`config.mk`:
```
export PLATFORM = sky130hd
export DESIGN_NAME = ex_stage
export DESIGN_NICKNAME = d
export VERILOG_FILES = /design/src/rtl/risc16_pkg.sv /design/src/rtl/ex_mul_seq.sv /design/src/rtl/ex_stage.sv
export SDC_FILE = /design/constraint.sdc
export NUM_CORES = 1
export LEC_CHECK = 0
export ABC_AREA = 0
export CELL_PAD_IN_SITES_DETAIL_PLACEMENT = 2
export CELL_PAD_IN_SITES_GLOBAL_PLACEMENT = 2
export CORE_ASPECT_RATIO = 0.8
export CORE_MARGIN = 2
export CORE_UTILIZATION = 33
export CTS_CLUSTER_DIAMETER = 40
export DETAILED_ROUTE_END_ITERATION = 10
export PLACE_DENSITY = 0.95
export SYNTH_ARGS = -nofsm -noshare
export SYNTH_HDL_FRONTEND = slang
export SYNTH_SLANG_ARGS = --single-unit
```
`constraint.sdc`:
```
create_clock -name clk -period 15.9 [get_ports clk]
set_input_delay 4.77 -clock clk [delete_from_list [all_inputs] [get_ports clk]]
set_output_delay 4.77 -clock clk [all_outputs]
set_load 0.01 [all_outputs]
```
`src/rtl/risc16_pkg.sv`:
```
// risc16_pkg: shared widths, opcodes, EX FSM encoding and ALU helpers for the 16-bit core
package risc16_pkg;
  localparam int DATA_W = 16;
  localparam int REG_ADDR_W = 4;
  localparam logic [3:0] OP_NOP = 4'h0;
  localparam logic [3:0] OP_ADD = 4'h1;
  localparam logic [3:0] OP_SUB = 4'h2;
  localparam logic [3:0] OP_AND = 4'h3;
  localparam logic [3:0] OP_OR = 4'h4;
  localparam logic [3:0] OP_XOR = 4'h5;
  localparam logic [3:0] OP_SLL = 4'h6;
  localparam logic [3:0] OP_SRL = 4'h7;
  localparam logic [3:0] OP_ADDI = 4'h8;
  localparam logic [3:0] OP_LW = 4'h9;
  localparam logic [3:0] OP_SW = 4'hA;
  localparam logic [3:0] OP_LUI = 4'hB;
  localparam logic [3:0] OP_MUL = 4'hC;
  typedef enum logic [1:0] {IDLE = 2'd0, MUL_BUSY = 2'd1, MUL_DONE = 2'd2} ex_state_t;
  // MUL and reserved opcodes yield 0 here; the product comes from the multiplier path
  function automatic logic [DATA_W-1:0] alu_op(input logic [3:0] op, input logic [DATA_W-1:0] a, b, imm);
    case (op)
      OP_ADD: return a + b;
      OP_SUB: return a - b;
      OP_AND: return a & b;
      OP_OR: return a | b;
      OP_XOR: return a ^ b;
      OP_SLL: return a << b[3:0];
      OP_SRL: return a >> b[3:0];
      OP_ADDI, OP_LW, OP_SW: return a + imm;
      OP_LUI: return imm << 8;
      default: return '0;
    endcase
  endfunction
  function automatic logic writes_rd(input logic [3:0] op, input logic mul_en);
    return (op >= OP_ADD && op <= OP_LW) || op == OP_LUI || (mul_en && op == OP_MUL);
  endfunction
endpackage

```
`src/rtl/ex_mul_seq.sv`:
```
// ex_mul_seq: iterative shift-add multiplier, one multiplier bit per cycle (built only with EX_MUL_EN)
`ifdef EX_MUL_EN
module ex_mul_seq
  import risc16_pkg::*;
(
  input logic clk,
  input logic rst,
  input logic start,
  input logic abort,
  input logic [DATA_W-1:0] a,
  input logic [DATA_W-1:0] b,
  output logic busy,
  output logic done,
  output logic [DATA_W-1:0] product
);
  localparam int CNT_W = $clog2(DATA_W);
  localparam logic [CNT_W-1:0] LAST = CNT_W'(DATA_W - 1);
  logic [DATA_W-1:0] mcand, mplier, acc;
  logic [CNT_W-1:0] cnt;
  // done marks the final iteration; product is complete on the following cycle
  assign done = busy & (cnt == LAST);
  assign product = acc;
  always_ff @(posedge clk) begin
    if (rst || abort) begin
      busy <= 1'b0;
      cnt <= '0;
      acc <= '0;
      mcand <= '0;
      mplier <= '0;
    end else if (start) begin
      busy <= 1'b1;
      cnt <= '0;
      acc <= '0;
      mcand <= a;
      mplier <= b;
    end else if (busy) begin
      acc <= mplier[0] ? acc + mcand : acc;
      mcand <= mcand << 1;
      mplier <= mplier >> 1;
      cnt <= cnt + 1'b1;
      busy <= !done;
    end
  end
endmodule
`endif

```
`src/rtl/ex_stage.sv`:
```
// ex_stage: execute stage with registered EX/MEM outputs and valid/ready/flush control.
// Define EX_MUL_EN to enable the iterative MUL; otherwise MUL behaves as a reserved opcode.
module ex_stage
  import risc16_pkg::*;
(
  input logic clk,
  input logic rst,
  input logic [3:0] opcode_ex,
  input logic [REG_ADDR_W-1:0] rd_ex,
  input logic [DATA_W-1:0] rs1_data_ex,
  input logic [DATA_W-1:0] rs2_data_ex,
  input logic [DATA_W-1:0] imm_val_ex,
  input logic ex_valid_in,
  input logic ex_flush,
  input logic mem_ready,
  output logic ex_stall,
  output logic [DATA_W-1:0] alu_result_mem,
  output logic [DATA_W-1:0] store_data_mem,
  output logic [REG_ADDR_W-1:0] rd_mem,
  output logic [3:0] opcode_mem,
  output logic wr_en_mem,
  output logic zero_flag_mem,
  output logic valid_mem
);
  ex_state_t state;
  logic accept, mul_busy, mul_done;
  logic [DATA_W-1:0] mul_product, mul_st, res;
  logic [REG_ADDR_W-1:0] mul_rd;
`ifdef EX_MUL_EN
  localparam bit MUL_EN = 1'b1;
  assign accept = state == IDLE && ex_valid_in && opcode_ex == OP_MUL && !ex_flush;
  ex_mul_seq u_mul (
    .clk(clk), .rst(rst), .start(accept), .abort(ex_flush),
    .a(rs1_data_ex), .b(rs2_data_ex),
    .busy(mul_busy), .done(mul_done), .product(mul_product)
  );
`else
  localparam bit MUL_EN = 1'b0;
  assign accept = 1'b0;
  assign mul_busy = 1'b0;
  assign mul_done = 1'b0;
  assign mul_product = '0;
`endif
  assign res = alu_op(opcode_ex, rs1_data_ex, rs2_data_ex, imm_val_ex);
  assign ex_stall = !ex_flush && (!mem_ready || accept || mul_busy);
  always_ff @(posedge clk) begin
    if (rst) begin
      state <= IDLE;
      alu_result_mem <= '0;
      store_data_mem <= '0;
      rd_mem <= '0;
      opcode_mem <= '0;
      wr_en_mem <= 1'b0;
      zero_flag_mem <= 1'b0;
      valid_mem <= 1'b0;
      mul_rd <= '0;
      mul_st <= '0;
    end else if (ex_flush) begin
      state <= IDLE;
      valid_mem <= 1'b0;
      wr_en_mem <= 1'b0;
    end else begin
      case (state)
        IDLE:
          if (accept) begin
            state <= MUL_BUSY;
            mul_rd <= rd_ex;
            mul_st <= rs2_data_ex;
            if (mem_ready) begin
              valid_mem <= 1'b0;
              wr_en_mem <= 1'b0;
            end
          end else if (mem_ready) begin
            alu_result_mem <= res;
            zero_flag_mem <= ~|res;
            store_data_mem <= rs2_data_ex;
            rd_mem <= rd_ex;
            opcode_mem <= opcode_ex;
            wr_en_mem <= ex_valid_in && writes_rd(opcode_ex, MUL_EN);
            valid_mem <= ex_valid_in;
          end
        MUL_BUSY: begin
          if (mul_done) state <= MUL_DONE;
          if (mem_ready) begin
            valid_mem <= 1'b0;
            wr_en_mem <= 1'b0;
          end
        end
        MUL_DONE:
          if (mem_ready) begin
            state <= IDLE;
            alu_result_mem <= mul_product;
            zero_flag_mem <= ~|mul_product;
            store_data_mem <= mul_st;
            rd_mem <= mul_rd;
            opcode_mem <= OP_MUL;
            wr_en_mem <= 1'b1;
            valid_mem <= 1'b1;
          end
        default: state <= IDLE;
      endcase
    end
  end
endmodule

```
After elaboration in Yosys (flattened, before gate mapping)
Cells that the tools add are included.
{ "word_totals": {"reg_bits": 45, "latchBits": 0, "ram_bits": 0, "romBits": 0, "input_bits": 61, "out_inout_bits": 44, "word_cells": 75, "memories": 0} }
{ "op_classes": {"n_addsub": 3, "multipliers": 0, "div": 0, "magnitude_cmp": 2, "n_eq_ne": 16, "shifts": 2, "n_mux": 22, "n_bitwise": 5, "reduce_logical": 17} }
{ "op_table": {"columns": ["op", "count"], "rows": [
  ["16-bit case mux with 9 select lines", 1],
  ["16-bit case mux with 2 select lines", 2],
  ["16-bit two-way mux", 3],
  ["16-bit adder", 2],
  ["16-bit AND", 1],
  ["4-bit by 3-bit equality test with 1-bit output, second input constant", 4],
  ["4-bit equality test, second input constant", 4],
  ["4-bit two-way mux", 4],
  ["16-bit OR", 1],
  ["4-bit case mux with 2 select lines", 2],
  ["16-bit OR reduction", 1],
  ["16-bit by 4-bit << shifter with 16-bit output", 1],
  ["16-bit by 4-bit right shift with 16-bit output", 1],
  ["16-bit subtractor", 1],
  ["16-bit XOR", 1],
  ["4-bit by 2-bit equality test with 1-bit output, second input constant", 2],
  ["4-bit AND reduction", 2],
  ["2-bit inequality test, second input constant", 3],
  ["1-bit case mux with 3 select lines", 2],
  ["1-bit two-way mux", 5],
  ["4-bit by 1-bit equality test with 1-bit output, second input constant", 1],
  ["4-bit by 1-bit >= comparator with 1-bit output, second input constant", 1],
  ["4-bit less-or-equal comparator, second input constant", 1],
  ["2-bit case mux with 2 select lines", 1],
  ["14 further kinds", 20]
]} }

Depth between registers and ports, before layout
{ "depth": {"word_depth": 7, "depth_mapped": 19, "mapped_depth_nobuf": 17} }

Worst setup path after synthesis
OpenSTA, ideal clock, no wires.
{ "synth_timing": {"path_type": "input to output", "from": "input port mem_ready", "to": "output port ex_stall", "arrival_ps": 4939, "required_ps": 11130, "path_slack_ps": 6191, "path_stages": 1, "path_buffers": 0, "path_cell_list": "nor2_1"} }
{ "synth_via": {"elab_chain_len": 2} }
{ "synth_lines": {"columns": ["element", "line_no", "source"], "rows": [
  ["from (decl)", "ex_stage.sv:15", "input logic mem_ready,"],
  ["1-bit logical NOT", "ex_stage.sv:45", "assign ex_stall = !ex_flush && (!mem_ready || accept || mul_busy);"],
  ["1-bit logical AND", "ex_stage.sv:45", null],
  ["to (decl)", "ex_stage.sv:16", "output logic ex_stall,"]
]} }
Every way passes these cells.

Worst setup path in the final report
Ends and elaborated chain as after synthesis.

==> metrics.md <==
| Metric | Value |
|---|---|
| Routed wirelength normalized by instance count | `26.8 um` |
| Flip-flop cell with the highest count after synthesis | `sky130_fd_sc_hd__dfxtp_1` |
| Maximum capacitance violations | `0` |
| Lkg Pwr | `2.64 nW` |
| GRT met3 Usage | `0.0620` |
| Met1 Resource Use GR | `0.402` |
| Via density per instance | `6.39` |
| Post-CTS Setup Inserts | `0` |
| Flip-flop and latch count after synthesis | `43` |
| Dpl hpwl | `20.6 mm` |
| Peak per-stage delay on the critical path | `560 ps` |
| Worst R2R Setup Slack | `15050 ps` |
| Hold path start | `alu_result_mem[10]$_SDFFE_PP0P_` |
| Sequential standard cell area | `861 um2` |
| Core ar. | `0.0165 mm2` |
| Post-synth EDFFs | `0` |
| CP Data Arrival Time | `6010 ps` |
| Initial drt markers | `557` |
| Overflow after GRT | `0` |
| Number of input and output port buffers inserted | `104` |
| Final antenna-violating net count | `0` |
| Syn nets | `850` |
| Final setup vio count | `0` |
| Met2 usage | `0.497` |
| Final worst path period need | `10780 ps` |
| Crit path max-delay family | `buffers and inverters` |
| Ranking of synthesized cells by area | `sky130_fd_sc_hd__dfxtp_1 (15%), sky130_fd_sc_hd__ha_1 (12%), sky130_fd_sc_hd__nand2_1 (6.2%), sky130_fd_sc_hd__a21oi_1 (5.2%), sky130_fd_sc_hd__mux2_2 (4.2%)` |
| Number of top-level design ports | `105` |
| Vias in the first global route | `7015` |
| Max-slew headroom | `0.233` |
| Reg2Reg Depth | `3` |
| Clock-pin slew on the worst setup and hold paths | `70 ps` |
| ANT cells | `0` |
| Number of levels in the clock H-tree | `2` |
| Unrepaired setup endpoints after global routing | `no` |
| Number of instances in the synthesized netlist | `736` |
| Drt pass-1 iters | `4` |
| Overall via count from detail_route | `6574` |
| P per Cell Area | `61.7 mW/mm2` |
| Fillers | `1897` |
| Global placer's final weighted congestion | `0.937` |
| Crit Path Max Fanout | `6` |
| Final worst clock skew | `0 ps` |
| Hold Vio Cnt, Final | `0` |
| Cts-stage hold buffer count | `0` |
| Synthesized area per cell | `7.56 um2` |
| Buffer cell driving the clock tree root | `sky130_fd_sc_hd__clkbuf_16` |
| Worst path required time | `11130 ps` |
| Share of the clock period used by the worst path after layout | `0.678` |
| Area enclosed by the die boundary | `0.0179 mm2` |
| Die Span Y | `120 um` |
| Final routed wirelength across all metal layers | `27.6 mm` |
| Worst hold-check path type | `flop to flop` |
| Starting utilization of the core area | `0.337` |
| Total negative setup slack | `0 ps` |
| Portion of synthesized cell area occupied by the leading cell type | `0.155` |
| Kind of critical path | `primary input to primary output` |
| Layout Nets | `921` |
| GRT Overall Usage | `0.305` |
| Capturing element type of the critical path | `primary output` |
| Share of synthesized area occupied by flip-flops and latches | `0.155` |
| Max VDD drop | `33.8 uV` |
| Maximum number of pins on one net before global-route repair | `51` |
| Layout Area Growth over Synthesis | `23.9%` |
| Total standard cell area after synthesis | `0.00557 mm2` |
| CTS tree | `done` |
| End of the worst register-to-register path | `wr_en_mem$_SDFFE_PP0P_` |
| Synthesis warning total | `0` |
| Fraction of registers with async set or reset after synthesis | `0` |
| Standard-cell rows | `42` |
| Placed instance count | `1020` |
| Clock insertion delay at the later pin of the skew report | `290 ps` |
| Worst Tran Pin Value | `1130 ps` |
| Maximum number of buffers from clock root to sink | `2` |
| Drc violations | `0` |
| Final core utilization | `0.418` |
| Share of post-route cells with drive strength above 1 | `0.0842` |
| Clock tree sinks | `43` |
| Number of max-slew violations in the final report | `0` |
| Area of the multi-input gates | `0.00433 mm2` |
| Netlist cell types | `79` |
| Non-filler instance count after layout | `1028` |
| Cell type of the slowest stage on the worst timing path | `sky130_fd_sc_hd__clkdlybuf4s50_1` |
| Die boundary width | `149 um` |
| Startpoint type of the worst setup path | `primary input` |
| Outcome | `completed` |
| First-pass GRT wire length | `42.0 mm` |
| Most heavily used metal layer in global routing | `met2` |
| Biggest area consumer among synthesized cells | `sky130_fd_sc_hd__dfxtp_1` |
| Worst path cell trace | `clkdlybuf4s50_1 > nor2_1 > clkdlybuf4s50_1` |
| Cells resized by post-CTS repair | `0` |
| CP Buf/Inv Count | `2` |
| Cell depth of the worst hold path | `2` |
| Hold worst-path end | `alu_result_mem[10]$_SDFFE_PP0P_` |
| Origin of the critical flop-to-flop path | `wr_en_mem$_SDFFE_PP0P_` |
| Num CTS Buffers | `5` |
| Peak clock frequency supported by timing | `92.7 MHz` |
| Cell occurring most often along the worst timing path | `sky130_fd_sc_hd__clkdlybuf4s50_1` |
| Initial antenna violation count | `0` |
## how the worst max path moves through the flow
stage / depth (start not counted) / endpoint / from / slack (ps)
after floorplan: 1 / ex_stall / mem_ready / 6190
after global placement: 3 / ex_stall / mem_ready / 5170
after detailed placement: 3 / ex_stall / mem_ready / 5110
after CTS: 3 / ex_stall / mem_ready / 5100
after global routing: 3 / ex_stall / mem_ready / 5080
final: 3 / ex_stall / mem_ready / 5120
## synth_stat cells (5+ instances only)
master and number:
sky130_fd_sc_hd__mux2i_1 22, sky130_fd_sc_hd__ha_1 52, sky130_fd_sc_hd__nor3_1 27, sky130_fd_sc_hd__nor2_1 55, sky130_fd_sc_hd__nand4_1 11, sky130_fd_sc_hd__nand2b_1 19, sky130_fd_sc_hd__a211o_1 7, sky130_fd_sc_hd__buf_1 6
sky130_fd_sc_hd__and2_1 8, sky130_fd_sc_hd__o22ai_1 14, sky130_fd_sc_hd__mux4_2 10, sky130_fd_sc_hd__clkbuf_1 30, sky130_fd_sc_hd__dfxtp_1 43, sky130_fd_sc_hd__nand2_1 92, sky130_fd_sc_hd__a211oi_1 15, sky130_fd_sc_hd__mux2_2 21
sky130_fd_sc_hd__inv_1 37, sky130_fd_sc_hd__and3_1 6, sky130_fd_sc_hd__or3_1 5, sky130_fd_sc_hd__nor2b_1 11, sky130_fd_sc_hd__a21o_1 8, sky130_fd_sc_hd__o21ai_0 29, sky130_fd_sc_hd__a221o_1 8, sky130_fd_sc_hd__xnor2_1 6
sky130_fd_sc_hd__nand3_1 11, sky130_fd_sc_hd__a22oi_1 10, sky130_fd_sc_hd__buf_2 15, sky130_fd_sc_hd__a21oi_1 58, sky130_fd_sc_hd__o211ai_1 10
## cells in the final DEF, fill, tap and decap left out, drive strengths merged, types with 13 or more instances in the layout
master	n
a211oi	15
nand2b	19
nor2	55
mux2i	22
mux2	21
o22ai	14
buf	14
mux4	13
clkdlybuf4s50	103
a21oi	58
o21ai	30
dfxtp	43
nand2	92
nor3	27
inv	37
ha	52
## logic make-up (layout without fill, tap and decap cells)
logic type,count (synthesis),count (layout),synth area share
AND/OR/NAND/NOR,276,276,0.250
AO/OA/AOI/OAI,208,208,0.259
buffers and inverters,93,165,0.0681
multiplexers,56,56,0.137
adder cells (fa/ha/maj),53,53,0.121
flip-flops,43,43,0.155
XOR/XNOR,7,7,0.0110
## layout make-up
cell class,instances,share of cell area
inverters,40,0.0218
well taps,220,0.0399
multi-input cells,600,0.628
flip-flops and latches,43,0.125
repair buffers,117,0.164
clock buffers,6,0.0187
clock inverters,2,0.00181
## per-stage QoR
stage / hold slack, ps / power [W] / cell area (um2) / setup slack, ps
3_5_place_dp: 453 / 0.000315 / 6750 / 5110
2_1_floorplan: 476 / 0.000232 / 5570 / 6190
6_report: 470 / 0.000425 / 6890 / 5120
3_3_place_gp: 443 / 0.000302 / 6750 / 5170
5_1_grt: 498 / 0.000444 / 6890 / 5080
4_1_cts: 472 / 0.000422 / 6890 / 5100
## state kept, by name, indices dropped and copies added, names as in the netlist
name / count
wr_en_mem: 1
rd_mem: 4
valid_mem: 1
store_data_mem: 16
zero_flag_mem: 1
opcode_mem: 4
alu_result_mem: 16
## worst min-delay path, delay by kind of cell (launching register included)
family | cells | cell delay, ps
flops | 1 | 320
simple gates | 1 | 50
compound gates | 1 | 50
## per-layer routing
metal / share of wire / wire length, um
met1: 0.43 / 11800
met3: 0.080 / 2210
met4: 0.035 / 966
met2: 0.46 / 12600
met5: 0 / 0
## power by group
part | switching [W] | internal (W) | total (W)
combinational | 0.000123 | 0.0000811 | 0.000204
sequential | 0.00000347 | 0.000113 | 0.000117
clock | 0.0000466 | 0.0000581 | 0.000105
total | 0.000173 | 0.000253 | 0.000425
No activity file was read; power rests on OpenSTA's default activity.
